## src/rtl/jtdd_pkg.sv

```systemverilog
// Shared JTDD ROM layout: file offsets of each ROM region, SDRAM word bases,
// the download request record and the FSM state type.
package jtdd_pkg;

  localparam logic [21:0] BANK_OFFSET   = 22'h000000;
  localparam logic [21:0] MAIN_OFFSET   = 22'h020000;
  localparam logic [21:0] SND_OFFSET    = 22'h028000;
  localparam logic [21:0] ADPCM0_OFFSET = 22'h030000;
  localparam logic [21:0] ADPCM1_OFFSET = 22'h040000;
  localparam logic [21:0] CHAR_OFFSET   = 22'h050000;
  localparam logic [21:0] SCR_OFFSET    = 22'h058000;
  localparam logic [21:0] OBJ_OFFSET    = 22'h098000;
  localparam logic [21:0] PROM_OFFSET   = 22'h118000;
  localparam logic [21:0] SCR_BASE      = 22'h040000;
  localparam logic [21:0] OBJ_BASE      = 22'h080000;

  typedef enum logic {
    ST_IDLE = 1'b0,
    ST_WAIT = 1'b1
  } state_t;

  typedef struct packed {
    logic        prom;
    logic [21:0] addr;
    logic [7:0]  data;
    logic [1:0]  mask;
  } req_t;

  // 1 = lane masked: the high lane writes with 2'b01, the low lane with 2'b10
  function automatic logic [1:0] lane_mask(input logic hi);
    return hi ? 2'b01 : 2'b10;
  endfunction

endpackage

```

## src/rtl/jtdd_dwnld_map.sv

```systemverilog
// Combinational region decode: file byte address to SDRAM word address and lane
// mask, or to a priority PROM address. Zero latency, no flow control.
module jtdd_dwnld_map
  import jtdd_pkg::*;
#(
  parameter logic [21:0] SCR_START  = SCR_OFFSET,
  parameter logic [21:0] OBJ_START  = OBJ_OFFSET,
  parameter logic [21:0] PROM_START = PROM_OFFSET,
  parameter logic [21:0] SCR_ADDR   = SCR_BASE,
  parameter logic [21:0] OBJ_ADDR   = OBJ_BASE
) (
  input  logic [21:0] addr,
  input  logic [7:0]  data,
  output logic        vld,
  output req_t        req
);

  localparam logic [21:0] PROM_END = PROM_START + 22'd256;

  logic [17:0] off_scr;
  logic [18:0] off_obj;
  logic [7:0]  off_prom;

  assign off_scr  = 18'(addr - SCR_START);
  assign off_obj  = 19'(addr - OBJ_START);
  assign off_prom = 8'(addr - PROM_START);

  always_comb begin
    vld      = 1'b0;
    req      = '0;
    req.mask = 2'b11;
    req.data = data;
    if (addr < SCR_START) begin
      vld      = 1'b1;
      req.addr = {1'b0, addr[21:1]};
      req.mask = lane_mask(addr[0]);
    end else if (addr < OBJ_START) begin
      // each graphics region keeps its low plane in the first half, high plane in the second
      vld      = 1'b1;
      req.addr = SCR_ADDR + {5'd0, off_scr[16:0]};
      req.mask = lane_mask(off_scr[17]);
    end else if (addr < PROM_START) begin
      vld      = 1'b1;
      req.addr = OBJ_ADDR + {4'd0, off_obj[17:0]};
      req.mask = lane_mask(off_obj[18]);
    end else if (addr < PROM_END) begin
      vld      = 1'b1;
      req.prom = 1'b1;
      req.addr = {14'd0, off_prom};
    end
  end

endmodule

```

## src/rtl/jtdd_dwnld.sv

```systemverilog
// ROM download router: loader bytes to SDRAM write requests and PROM strobes, 1 cycle
// from strobe to request; prog_we held until sdram_ack, one skid entry, overflow sets ovf.
module jtdd_dwnld
  import jtdd_pkg::*;
#(
  parameter logic [21:0] SCR_START  = SCR_OFFSET,
  parameter logic [21:0] OBJ_START  = OBJ_OFFSET,
  parameter logic [21:0] PROM_START = PROM_OFFSET,
  parameter logic [21:0] SCR_ADDR   = SCR_BASE,
  parameter logic [21:0] OBJ_ADDR   = OBJ_BASE,
  parameter logic [7:0]  TAIL       = 8'd255
) (
  input  logic        clk,
  input  logic        rst,
  input  logic        downloading,
  input  logic [21:0] ioctl_addr,
  input  logic [7:0]  ioctl_data,
  input  logic        ioctl_wr,
  input  logic        sdram_ack,
  output logic [21:0] prog_addr,
  output logic [7:0]  prog_data,
  output logic [1:0]  prog_mask,
  output logic        prog_we,
  output logic        prom_prio_we,
  output logic        dwnld_busy,
  output logic        ovf
);

  req_t   new_req;
  logic   new_vld;
  logic   strobe;
  state_t state;
  req_t   skid;
  logic   skid_vld;
  logic   dl_q;
  logic   [7:0] tail;
  logic   can_present;
  req_t   nxt;
  logic   nxt_vld;

  jtdd_dwnld_map #(
    .SCR_START  (SCR_START),
    .OBJ_START  (OBJ_START),
    .PROM_START (PROM_START),
    .SCR_ADDR   (SCR_ADDR),
    .OBJ_ADDR   (OBJ_ADDR)
  ) u_map (
    .addr (ioctl_addr),
    .data (ioctl_data),
    .vld  (new_vld),
    .req  (new_req)
  );

  // Bytes past the PROM are not strobes at all: never queued, never flagged
  assign strobe      = downloading & ioctl_wr & new_vld;
  assign can_present = (state == ST_IDLE) | sdram_ack;
  assign nxt         = skid_vld ? skid : new_req;
  assign nxt_vld     = skid_vld | strobe;
  assign dwnld_busy  = downloading | (state == ST_WAIT) | skid_vld | (tail != 8'd0);

  always_ff @(posedge clk or posedge rst) begin
    if (rst) begin
      state        <= ST_IDLE;
      prog_addr    <= '0;
      prog_data    <= '0;
      prog_mask    <= 2'b11;
      prog_we      <= 1'b0;
      prom_prio_we <= 1'b0;
      skid         <= '0;
      skid_vld     <= 1'b0;
      ovf          <= 1'b0;
      dl_q         <= 1'b0;
      tail         <= '0;
    end else begin
      dl_q         <= downloading;
      prom_prio_we <= 1'b0;
      if (downloading && !dl_q) begin
        tail <= '0;
        ovf  <= 1'b0;
      end else if (!downloading && dl_q) begin
        tail <= TAIL;
      end else if (tail != 8'd0) begin
        tail <= tail - 8'd1;
      end

      if (can_present) begin
        // The skid entry always leaves first; a coincident strobe refills the slot
        if (nxt_vld) begin
          prog_addr    <= nxt.addr;
          prog_data    <= nxt.data;
          prog_mask    <= nxt.mask;
          prog_we      <= ~nxt.prom;
          prom_prio_we <= nxt.prom;
          state        <= nxt.prom ? ST_IDLE : ST_WAIT;
        end else begin
          prog_we <= 1'b0;
          state   <= ST_IDLE;
        end
        skid     <= new_req;
        skid_vld <= skid_vld & strobe;
      end else if (strobe) begin
        if (!skid_vld) begin
          skid     <= new_req;
          skid_vld <= 1'b1;
        end else begin
          ovf <= 1'b1;
        end
      end
    end
  end

endmodule

```

## config.mk

```make
export PLATFORM = sky130hd
export DESIGN_NAME = jtdd_dwnld
export DESIGN_NICKNAME = d
export VERILOG_FILES = /design/src/rtl/jtdd_pkg.sv /design/src/rtl/jtdd_dwnld_map.sv /design/src/rtl/jtdd_dwnld.sv
export SDC_FILE = /design/constraint.sdc
export NUM_CORES = 1
export LEC_CHECK = 0
export ABC_CLOCK_PERIOD_IN_PS = 2400
export CAP_MARGIN = 5
export CORE_UTILIZATION = 33
export DETAILED_ROUTE_END_ITERATION = 12
export SYNTH_ARGS = -nofsm -noshare
export SYNTH_HDL_FRONTEND = slang
export SYNTH_SLANG_ARGS = --single-unit
```

## constraint.sdc

```tcl
create_clock -name clk -period 2.4 [get_ports clk]
set_clock_uncertainty 0.05 [all_clocks]
set_input_delay 0.24 -clock clk [delete_from_list [all_inputs] [get_ports clk]]
set_output_delay 0.24 -clock clk [all_outputs]
set_load 0.01 [all_outputs]
```

# Word-level counts from Yosys, hierarchy flattened
# Cells that the tools add are included.
[word_totals] regBits=79 latch_bits=0 mem_bits_rw=0 mem_bits_ro=0 inputBits=35 out_inout_bits=36 wordCells=76 mem_count=0
[op_classes] n_addsub=6 multipliers=0 div_mod_pow=0 order_cmp=4 n_eq_ne=0 shifts=0 n_mux=34 n_bitwise=10 reduce_logical=8
[ops] op="$mux W33" n=3
[ops] op="$mux W22" n=3
[ops] op="$lt A22 B21 Y1 const B" n=2
[ops] op="$mux W8" n=3
[ops] op="$mux W23" n=1
[ops] op="$lt A22 B19 Y1 const B" n=1
[ops] op="$lt A22 B20 Y1 const B" n=1
[ops] op="$add A20 B18 Y21 const A" n=1
[ops] op="$add A19 B17 Y20 const A" n=1
[ops] op="$sub A19 B17 Y19 const B" n=1
[ops] op="$mux W1" n=18
[ops] op="$sub A18 B17 Y18 const B" n=1
[ops] op="$sub A8 B1 Y8 const B" n=2
[ops] op="$mux W2" n=6
[ops] op="$reduce_bool A8 Y1" n=1
[ops] op="$or A1 B1 Y1" n=5
[ops] op="$and A1 B1 Y1" n=3
[ops] op="$reduce_bool A3 Y1" n=1
[ops] op="$logic_and A1 B1 Y1" n=2
[ops] op="$logic_not A1 Y1" n=2
[ops] op="$not A1 Y1" n=2
[ops] op="$reduce_and A2 Y1" n=1
[ops] op="$reduce_bool A2 Y1" n=1

# Depth between registers and ports, before layout
[logic_depth] ltp_word=9 mapped_depth=9 ltp_nobuf=7

# Modules after synthesis
# Synthesis repeated with hierarchy kept, for this count alone.
[unflattened] hier_cells=355 hier_area_um2=4391.7
[by_module_without_submodules] module="jtdd_dwnld" n_inst=1 cells_per_inst=239 area_each_um2=3633.5 seq_area_each_um2=1954.4
[by_module_without_submodules] module="jtdd_dwnld_map" n_inst=1 cells_per_inst=116 area_each_um2=758.2 seq_area_each_um2=0.0

# Worst setup path after synthesis
# Ideal clock, no wire load.
[synth_timing] path_type="input to register" start="in ioctl_addr[13]" end="reg skid[2] (netlist name)" setup_time_ps=125 t_arrival_ps=2253 required_ps=2225 slack_ps=-28 stages=5 path_buffers=1 cell_sequence="or4_1 o41a_1 o41ai_4 buf_6 mux2_2"
[synth_via] elab_chain_len=7 elab_cells_between_ends=10 classes_between="4 x order compare; 4 x mux; 1 x bitwise; 1 x reduce/logical"
[synth_rtl] element="start, declared" line_no="jtdd_dwnld.sv:16" rtl="input logic [21:0] ioctl_addr,"
[synth_rtl] element="$lt A22 B21 Y1" line_no="jtdd_dwnld_map.sv:46" rtl="end else if (addr < PROM_END) begin"
[synth_rtl] element="$mux W1" line_no="jtdd_dwnld_map.sv:46"
[synth_rtl] element="$mux W1" line_no="jtdd_dwnld_map.sv:42" rtl="end else if (addr < PROM_START) begin"
[synth_rtl] element="$mux W1" line_no="jtdd_dwnld_map.sv:37" rtl="end else if (addr < OBJ_START) begin"
[synth_rtl] element="$mux W1 *" line_no="jtdd_dwnld_map.sv:33" rtl="if (addr < SCR_START) begin"
[synth_rtl] element="$and A1 B1 Y1 *" line_no="jtdd_dwnld.sv:55" rtl="assign strobe = downloading & ioctl_wr & new_vld;"
[synth_rtl] element="$reduce_bool A2 Y1 (no line) *"
[synth_rtl] element="end signal, assigned" line_no="jtdd_dwnld.sv:99" rtl="skid <= new_req;"
[synth_rtl] element="end signal, assigned" line_no="jtdd_dwnld.sv:103" rtl="skid <= new_req;"
[synth_rtl] element="end, declared" line_no="jtdd_dwnld.sv:33" rtl="req_t skid;"
# Every way passes the cells marked *; elsewhere a longest branch is shown, timed or not.
# A chain may end at the register's enable or synchronous reset.

# Worst setup path after layout
[layout_timing] start="in ioctl_addr[13]" end="reg skid[28] (netlist name)"
[layout_via] elab_chain_len=8 elab_cells_between_ends=20 classes_between="4 x add/sub; 4 x order compare; 10 x mux; 1 x bitwise; 1 x reduce/logical"
[layout_rtl] element="$sub A19 B17 Y19" line_no="jtdd_dwnld_map.sv:25" rtl="assign off_obj = 19'(addr - OBJ_START);"
[layout_rtl] element="$add A20 B18 Y21" line_no="jtdd_dwnld_map.sv:44" rtl="req.addr = OBJ_ADDR + {4'd0, off_obj[17:0]};"
[layout_rtl] element="$mux W22" line_no="jtdd_dwnld_map.sv:42"
[layout_rtl] element="$mux W22" line_no="jtdd_dwnld_map.sv:37"
[layout_rtl] element="$mux W22" line_no="jtdd_dwnld_map.sv:33"
[layout_rtl] element="$mux W33" line_no="jtdd_dwnld.sv:102" rtl="if (!skid_vld) begin"
[layout_rtl] element="$mux W33" line_no="jtdd_dwnld.sv:101" rtl="end else if (strobe) begin"
[layout_rtl] element="$mux W33" line_no="jtdd_dwnld.sv:86" rtl="if (can_present) begin"
# Parallel ways exist; a longest one is shown, timed or not. The select of a mux whose other input is x is not followed.

==> impl_results.md <==
* Internal at 0.00263 W
* Max Cap Viol at 0
* Routability-driven placement congestion ratio at 0.834
* Fillers at 1073
* Vias in the first global route at 3405
* Root buffer cell: clkbuf_16
* Max-slew violation count at 0
* Worst path required time at 2.58 ns
* Critical path startpoint category: input pin
* Layout Cell Area excl Fill at 0.00543 mm2
* Worst-path clk slew at 0.06 ns
* Final setup fails at 0
* Largest net degree at the start of global routing at 44
* Storage cell area at 0.00195 mm2
* Seq/Total Area, Yosys at 49.3%
* Crit share post-route at 96.4%
* Dominant synthesized flop cell: dfrtp_1
* Area of the multi-input gates at 0.00184 mm2
* CTS tree: built
* Postcts setup bufs at 0
* Sequential Power Share at 43.9%
* Critical path class: input pin to flip-flop
* Mapped Nets at 452
* Asr flop ratio synth at 100%
* Finished Core Util at 47.0%
* CTS Buffer Depth at 2
* Power per Cell Area at 678 mW/mm2
* Worst IR Drop VDD at 0.287 mV
* Pre-antenna DRT Iters at 8
* Port-buffer cells at 70
* Synthesized instance count at 413
* Clk pwr share at 35.3%
* 1st-iter DRT viols at 167
* Initial antenna violation count at 0
* Fin. Hold Viols at 0
* Critical path buffers and inverters at 3
* Core area at 0.0116 mm2
* Worst skew pair latency at 0.34 ns
* First-pass GRT wire length at 16800 um
* DR WL/cell at 15.1 um
* Hold crit path type: input pin to asynchronous set/reset pin
* HPWL after DPL at 7180 um
* Mean Syn Cell Area at 9.61 um2
* Slew margin rel. at 66.8%
* Dpl cells at 645
* Failing checks: design-rule violations
* Share of layout cells above drive strength 1 at 19.7%
* Top achievable clock speed at 0.432 GHz
* GRT overflow at 0
* Top delay family on crit path: compound AO/OA/AOI/OAI gates
* Die area at 0.0125 mm2
* Total standard cell area after synthesis at 0.00397 mm2
* Cell Chain, Critical Path: dlygate4sd2_1 > or4_4 > o41a_1 > buf_6 > o41ai_4 > buf_4 > mux2_2
* Hold buffers post-CTS at 0
* Placed inst area at 0.00511 mm2
* Outcome: finished with violations
* Synth warnings at 0
* CP max FO at 4
* TritonCTS buffer count at 9
* Drc violations at 4
* Overall die width at 112 um
* GRT Total Usage at 16.9%
* Total number of vias at 3422
* Top-Level Pins at 71
* Worst Max-Slew Pin Slew at 0.497 ns
* Combinational share of power at 20.8%
* Layout area overhead at 37.0%
* Slowest CP cell: or4_4
* Synthesized flop and latch total at 78
* Vias per std cell at 5.18
* CP Capture Type: flip-flop
* Cell Rows at 39
* Fin cells at 661
* Sw Share at 28.5%
* Lkg Pwr at 2.39 nW
* Die Span Y at 112 um
* Ant. Diodes at 0
* Nets@finish at 552
* RSZ-0062 raised after global routing: no
* Antenna-violating nets left at 0
* Crit-path max cell delay at 0.55 ns
* Routed wire length at 9960 um
* Min cycle time layout at 2.31 ns
* Count of flip-flops with a built-in enable after synthesis at 0
* Initial Util at 34.3%
* H-Tree Depth at 3
* Switching power at 0.00105 W
* Setup TNS at 0 ns
* Critical path arrival at 2.49 ns
* Unique masters post-synth at 52
* Clock Sinks at 78
power groups by stage:
stage	registers, W	logic (W)	clock network, W
floorplan	0.00166	0.000331	0
detailed placement	0.00163	0.000768	0
finish	0.00162	0.000768	0.00130
CTS	0.00162	0.000775	0.00132
global route	0.00164	0.000851	0.00137
global placement	0.00163	0.000750	0
state kept, by name (all words and copies together), names as in the netlist:
signal / cells
ovf: 1
prom_prio_we: 1
tail: 8
prog_we: 1
prog_mask: 2
prog_addr: 22
skid_vld: 1
prog_data: 8
skid: 33
dl_q: 1
worst paths after layout:
check | cells past startpoint | end | slack, ns | startpoint
hold / removal | 2 | tail[4] | 0.19 | rst
setup / recovery | 7 | skid[28] | 0.09 | ioctl_addr[13]
min in group clk | 4 | skid[20] | 0.40 | ioctl_addr[10]
setup reg to reg | 8 | tail[2] | 0.49 | tail[0]
hold reg to reg | 2 | prog_data[4] | 0.43 | prog_data[4]
max in group asynchronous | 3 | prog_mask[0] | 1.41 | rst
synthesized netlist by cell type, types with 3 or more instances:
cell	number	area (um2)
dfrtp_1	76	1900
a21oi_1	13	65.1
a211oi_1	5	37.5
and3_1	10	62.6
a221o_1	8	80.1
o22a_1	3	26.3
a31oi_1	17	106
inv_1	20	75.1
a21o_1	3	22.5
nor2_1	40	150
a22oi_1	4	30.0
clkbuf_1	18	67.6
o221a_2	7	78.8
o21ai_0	27	135
mux2i_1	11	110
mux2_2	19	214
buf_4	4	30.0
nor3_1	8	40.0
nand2b_1	3	18.8
ha_1	4	50.1
nand2_1	67	251
stage by stage:
| stage | setup slack [ns] | total power [W] | hold slack, ns |
|---|---|---|---|
| after floorplan | 0.0891 | 0.00199 | 0.221 |
| after global placement | -0.398 | 0.00238 | 0.411 |
| after detailed placement | -0.453 | 0.00240 | 0.420 |
| after CTS | 0.00419 | 0.00371 | 0.206 |
| after global routing | 0.0216 | 0.00386 | 0.236 |
| final | 0.0856 | 0.00368 | 0.193 |
cell type report:
cell class | count | area share, %
Clock buffer | 9 | 4.14
Multi-Input combinational cell | 289 | 33.9
Clock inverter | 7 | 1.06
Inverter | 20 | 1.40
Tap cell | 143 | 3.29
Sequential cell | 78 | 36.0
Timing Repair Buffer | 115 | 20.3
placed cells by master (no fill, tap or decap), types with 3 or more instances in the layout:
cell / Yosys / layout
a211oi_1: 5 / 5
a21o_1: 3 / 3
a21oi_1: 13 / 13
a221o_1: 8 / 8
a22oi_1: 4 / 4
a31oi_1: 17 / 17
and3_1: 10 / 10
buf_12: 0 / 4
buf_4: 4 / 37
buf_6: 2 / 4
clkbuf_16: 0 / 9
clkdlybuf4s50_1: 0 / 65
clkinvlp_4: 0 / 3
dfrtp_1: 76 / 76
dlygate4sd2_1: 0 / 4
ha_1: 4 / 3
inv_1: 20 / 19
mux2_2: 19 / 19
mux2i_1: 11 / 11
nand2_1: 67 / 66
nand2b_1: 3 / 3
nor2_1: 40 / 40
nor3_1: 8 / 7
o21ai_0: 27 / 27
o221a_2: 7 / 7
o22a_1: 3 / 3
per-layer routing:
| metal | vias to the layer above | track usage (%) | wire (um) |
|---|---|---|---|
| met5 | - | 0 | 0 |
| met4 | 0 | 5.41 | 105 |
| met3 | 9 | 3.59 | 446 |
| met2 | 75 | 26.7 | 4730 |
| met1 | 1667 | 23.1 | 4680 |
| li1 | 1671 | - | - |
logic make-up (layout without fill, tap and decap cells):
family,count (synthesis),in the layout,share of synthesized area [%]
buf+inv,46,151,5.11
fa+ha+maj,4,4,1.26
mux,30,30,8.17
compound gates,107,107,19.3
xor+xnor,3,3,0.662
flops,78,78,49.3
simple gates,145,145,16.2
repair_timing:
action,CTS,global route
gates cloned,0,0
endpoints found under the setup margin,54,21
resized for setup,10,5
pin swaps,3,1
Note: power is estimated with default switching activity, not from simulation.
